===== config.mk =====
export PLATFORM = sky130hd
export DESIGN_NAME = alu_mul_seq
export DESIGN_NICKNAME = d
export VERILOG_FILES = /design/src/rtl/alu_mul_seq.sv
export SDC_FILE = /design/constraint.sdc
export NUM_CORES = 1
export LEC_CHECK = 0
export ABC_AREA = 1
export BUFFER_PORTS_ARGS = -buffer_cell sky130_fd_sc_hd__clkbuf_2
export CORE_ASPECT_RATIO = 0.8
export CORE_MARGIN = 2
export CORE_UTILIZATION = 52
export DETAILED_ROUTE_END_ITERATION = 10
export GPL_TIMING_DRIVEN = 0
export PLACE_DENSITY = 0.89
export SYNTH_ARGS = -nofsm -noshare
export SYNTH_HDL_FRONTEND = slang
export SYNTH_SLANG_ARGS = --single-unit

===== constraint.sdc =====
create_clock -name clk -period 2.5 [get_ports clk]
set_clock_uncertainty 0.2 [all_clocks]
set_input_delay 0.375 -clock clk [delete_from_list [all_inputs] [get_ports clk]]
set_output_delay 0.375 -clock clk [all_outputs]
set_load 0.1 [all_outputs]

===== src/rtl/alu_mul_seq.sv =====
// Sequential unsigned 32x32->32 multiplier that borrows the execute-stage ALU.
// Shift-and-add: ADD steps go through the ALU as ADD, multiplicand doubling
// goes through the ALU as SLL by 1; the multiplier shift is done locally.
module alu_mul_seq #(
  parameter int DataSize  = 32,
  parameter int ALUopSize = 4
) (
  input  logic                 clk,
  input  logic                 rst,
  input  logic                 start,
  input  logic [DataSize-1:0]  mcand,
  input  logic [DataSize-1:0]  mplier,
  output logic                 busy,
  output logic                 done,
  output logic [DataSize-1:0]  product,
  output logic                 ovf,
  output logic [DataSize-1:0]  alu_src1,
  output logic [DataSize-1:0]  alu_src2,
  output logic [ALUopSize-1:0] alu_op,
  output logic                 alu_en,
  input  logic [DataSize-1:0]  alu_result
);

  localparam logic [2:0] S_IDLE  = 3'd0;
  localparam logic [2:0] S_EVAL  = 3'd1;
  localparam logic [2:0] S_ADD   = 3'd2;
  localparam logic [2:0] S_SHIFT = 3'd3;
  localparam logic [2:0] S_DONE  = 3'd4;

  localparam logic [ALUopSize-1:0] OP_ADD = ALUopSize'(4'b0000);
  localparam logic [ALUopSize-1:0] OP_SLL = ALUopSize'(4'b0100);

  localparam logic [DataSize-1:0] ONE = DataSize'(1);

  logic [2:0]          state_q, state_d;
  logic [DataSize-1:0] acc_q, acc_d;
  logic [DataSize-1:0] mc_q, mc_d;
  logic [DataSize-1:0] mp_q, mp_d;
  logic                ovf_r_q, ovf_r_d;
  logic [DataSize-1:0] product_q, product_d;
  logic                ovf_q, ovf_d;

  // Next-state and datapath update for the shift-and-add sequence.
  always_comb begin
    // NOTE: every signal gets a default before the case so no path leaves it
    // unassigned; a missing default here would infer a latch.
    state_d   = state_q;
    acc_d     = acc_q;
    mc_d      = mc_q;
    mp_d      = mp_q;
    ovf_r_d   = ovf_r_q;
    product_d = product_q;
    ovf_d     = ovf_q;

    case (state_q)
      S_IDLE: begin
        if (start) begin
          mc_d    = mcand;
          mp_d    = mplier;
          acc_d   = '0;
          ovf_r_d = 1'b0;
          state_d = S_EVAL;
        end
      end
      S_EVAL: begin
        if (mp_q == '0) begin
          // Results are published on the edge that enters DONE.
          product_d = acc_q;
          ovf_d     = ovf_r_q;
          state_d   = S_DONE;
        end else if (mp_q[0]) begin
          state_d = S_ADD;
        end else begin
          state_d = S_SHIFT;
        end
      end
      S_ADD: begin
        acc_d = alu_result;
        // A wrapped sum is smaller than either addend: unsigned carry-out.
        if (alu_result < acc_q) ovf_r_d = 1'b1;
        state_d = S_SHIFT;
      end
      S_SHIFT: begin
        mc_d = alu_result;
        mp_d = mp_q >> 1;
        // The bit shifted out of mc would still be multiplied by a set bit.
        if (mc_q[DataSize-1] && (mp_q[DataSize-1:1] != '0)) ovf_r_d = 1'b1;
        state_d = S_EVAL;
      end
      S_DONE: begin
        state_d = S_IDLE;
      end
      default: begin
        state_d = S_IDLE;
      end
    endcase
  end

  // State and result registers with synchronous active-high reset.
  always_ff @(posedge clk) begin
    // NOTE: sequential state uses non-blocking assignments so every flop
    // samples the pre-edge values regardless of statement order.
    if (rst) begin
      state_q   <= S_IDLE;
      acc_q     <= '0;
      mc_q      <= '0;
      mp_q      <= '0;
      ovf_r_q   <= 1'b0;
      product_q <= '0;
      ovf_q     <= 1'b0;
    end else begin
      state_q   <= state_d;
      acc_q     <= acc_d;
      mc_q      <= mc_d;
      mp_q      <= mp_d;
      ovf_r_q   <= ovf_r_d;
      product_q <= product_d;
      ovf_q     <= ovf_d;
    end
  end

  // Moore decode of status and ALU operand/opcode drive from state and registers.
  always_comb begin
    busy     = (state_q != S_IDLE);
    done     = (state_q == S_DONE);
    alu_en   = 1'b0;
    alu_op   = OP_ADD;
    alu_src1 = '0;
    alu_src2 = '0;
    case (state_q)
      S_ADD: begin
        alu_en   = 1'b1;
        alu_op   = OP_ADD;
        alu_src1 = acc_q;
        alu_src2 = mc_q;
      end
      S_SHIFT: begin
        alu_en   = 1'b1;
        alu_op   = OP_SLL;
        alu_src1 = mc_q;
        alu_src2 = ONE;
      end
      default: begin
        alu_en = 1'b0;
      end
    endcase
  end

  assign product = product_q;
  assign ovf     = ovf_q;

endmodule


==> run_results.csv <==
group,metric,value,unit
status,status,"finished with violations",
status,violations,"negative setup slack",
floorplan,die-area,0.0137,mm²
place,routabilityCongestion,0.885,
cts,numCtsBuffers,17,
floorplan,core,0.0123,mm²
layout,drive_gt1_frac,0.344,
floorplan,die_y,105,µm
sta,fin_ws,-11.9,ps
sta,period_share,1.00,
synth,synth.area.top_cells,"dfxtp_1 (40%), nand2_1 (10%), nand3_1 (6.4%)",
setup_path,worstSetupPathType,"flip-flop to output pin",
layout,nNetsFinal,1245,
drt,wire_per_inst,19.3,µm
pwr,total_leakage_power,0.00385,µW
cts,cts_tree,"yes",
sta,maxSlewHeadroom,0.555,
setup_path,cp_max_fo,10,
floorplan,die_w,131,µm
pwr,powerDensity,839,mW/mm²
run,cap_viol_max_count,0,
synth,yosys.cell_count.top_type,"nand2_1",
drt,ant_nets,0,
synth,synth_area_per_cell,7.51,µm²
pwr,p_clk_frac,0.338,
drt,drt_first_iter_violations,891,
cts,cts.clk_slew.worst_paths,60,ps
min_path,hold_path.class,"primary input to flip-flop",
drt,m1WireLength,9.61,mm
layout,fillerInstances,818,
global_routing,grt_max_degree,17,
global_routing,antenna_found_initial,0,
synth,yosys_warnings,0,
layout,finalNonFillerCells,1299,
place,hpwl,15.3,mm
drt,drt_first_pass_iters,5,
place,dp.cells,1258,
cts,clk_latency,430,ps
synth,postSynthCellCount,888,
setup_path,slowest_delay,380,ps
floorplan,io_pins,203,
pwr,peakVddDrop,0.000575,V
sta,rsz0062_at_grt,"true",
floorplan,start_util,0.540,
global_routing,grtUsageTotal,0.352,
sta,tns,-15.4,ps
drt,vias_per_cell,5.88,
setup_path,cp.arrival,1940,ps
drt,routed_wl,25.1,mm
setup_path,crit_chain,"nor3_4 -> inv_2 -> clkbuf_4 -> o22ai_1 -> clkbuf_8",
synth,synthArstFlopShare,0,
sta,worstMarginPinSlew,668,ps
synth,synth_cell_types,33,
synth,ys.flop_type,"dfxtp_1",
setup_path,end_kind,"output pin",
pwr,seq_power_share,0.308,
synth,synth_top_area_cell,"dfxtp_1",
sta,clock.fmax,398,MHz
drt,top_layer,"met4",
layout,antenna_cells,0,
global_routing,grt_overflow,0,
pwr,p_total,8230,µW
synth,synth_top_cell_area_share,0.399,
setup_path,worstSetupStartpointType,"flip-flop",
synth,synth_seq_cells,133,
pwr,p_switching,3250,µW
cts,clockRootBuffer,"clkbuf_16",
sta,setup_viol,2,
synth,synth_edf_count,0,
synth,ys_seq_area_frac,0.399,
layout,syn_to_final_growth,47.1,%
pwr,p_comb_frac,0.354,
synth,syn-cell-area,0.00667,mm²
sta,finalHoldViolCount,0,
drt,wl_met3,2.57,mm
drt,num_vias,7632,
drt,wl_met2,12.1,mm
setup_path,cp_slowest_cell,"dfxtp_4",
cts,clk_path_buf_depth,2,
cts,htree_levels,4,
sta,slew_violations,0,
global_routing,grt_pass1_wl,37.6,mm
synth,synth_common_cells,"nand2_1 (178), dfxtp_1 (133), nand3_1 (85)",
sta,min_period,2510,ps
cts,cts.sinks,133,
global_routing,grt_pass1_vias,7253,
floorplan,rows,36,
pwr,intPower,4970,µW
pwr,swShare,0.395,
place,numPortBuffers,197,
setup_path,required,1920,ps
drt,drc,0,
## worst max-delay path: cells and delay by family, from the launching register on
| family | cells | cell delay (ps) |
|---|---|---|
| AOI/OAI and AO/OA | 1 | 250 |
| buffers and inverters | 3 | 660 |
| DFF | 1 | 380 |
| and+or+nand+nor | 1 | 230 |
## power by group through the flow
| stage | Sequential (µW) | Clock [µW] | Combinational (µW) |
|---|---|---|---|
| CTS | 2520 | 2760 | 2750 |
| global placement | 2550 | 0 | 2450 |
| global route | 2550 | 2870 | 3070 |
| finish | 2530 | 2780 | 2910 |
| floorplan | 2650 | 0 | 1810 |
| detailed placement | 2560 | 0 | 2490 |
## stage by stage
stage	utilization	area (µm²)	setup slack [ps]	hold WS (ps)
after floorplan	-	6950	-798	237
after global placement	0.660	8150	-457	251
after detailed placement	0.660	8150	-487	265
after CTS	0.786	9700	-14.7	20.0
after global routing	0.795	9810	-56.4	30.6
final	0.795	9810	-11.9	23.3
## final timing paths
check             startpoint      endpoint  slack [ps]  depth (start not counted)
setup reg to reg  state_q[1]      mc_q[13]         300                          5
setup / recovery  state_q[2]  alu_src1[13]         -10                          5
hold / removal    mplier[10]      mp_q[10]          20                          3
hold reg to reg      ovf_r_q           ovf         280                          2
## repair_timing
item | CTS | global route
endpoints found under the setup margin | 66 | 64
pin swaps | 3 | 3
hold buffers | 0 | 0
buffers inserted | 6 | 3
resized for setup | 189 | 31
## routing by layer
metal	vias up	global-route usage
met5	-	0
met4	0	0.147
met3	97	0.0883
met2	518	0.586
met1	3540	0.433
li1	3477	-
## sequential cells by signal, summed over array words and instances (netlist names)
signal and flops:
acc_q 32, mc_q 32, mp_q 32, product 32, state_q 3, ovf 1, ovf_r_q 1
## cells by family after synthesis
logic type | after synthesis | synth area share
buffers and inverters | 153 | 0.104
other | 1 | 0.000563
flip-flops | 133 | 0.399
adder cells (fa/ha/maj) | 31 | 0.0582
AO/OA/AOI/OAI | 232 | 0.219
AND/OR/NAND/NOR | 338 | 0.219
## area by class of cell
cell class              count  area (µm²)  share of cell area
inverters                  83         314              0.0320
clock inverters            14         206              0.0211
flip-flops and latches    133        2670               0.273
repair buffers            206        1740               0.178
well taps                 171         214              0.0218
plain buffers              70         465              0.0475
clock buffers              18         439              0.0448
multi-input cells         604        3750               0.383
## cell usage in the layout, fill, tap and decap left out, types with 29 or more instances in the layout
cell type / synthesis / layout
a21oi_2: 33 / 33
a31oi_1: 50 / 50
clkbuf_8: 0 / 38
clkbuf_2: 0 / 131
nor2_1: 62 / 31
nand3_1: 85 / 85
dfxtp_1: 133 / 130
ha_1: 31 / 31
a21oi_1: 63 / 63
nand2_1: 178 / 178
inv_1: 78 / 77
clkbuf_1: 34 / 29
nor2_4: 0 / 30
(Power assumes the default switching activity.)
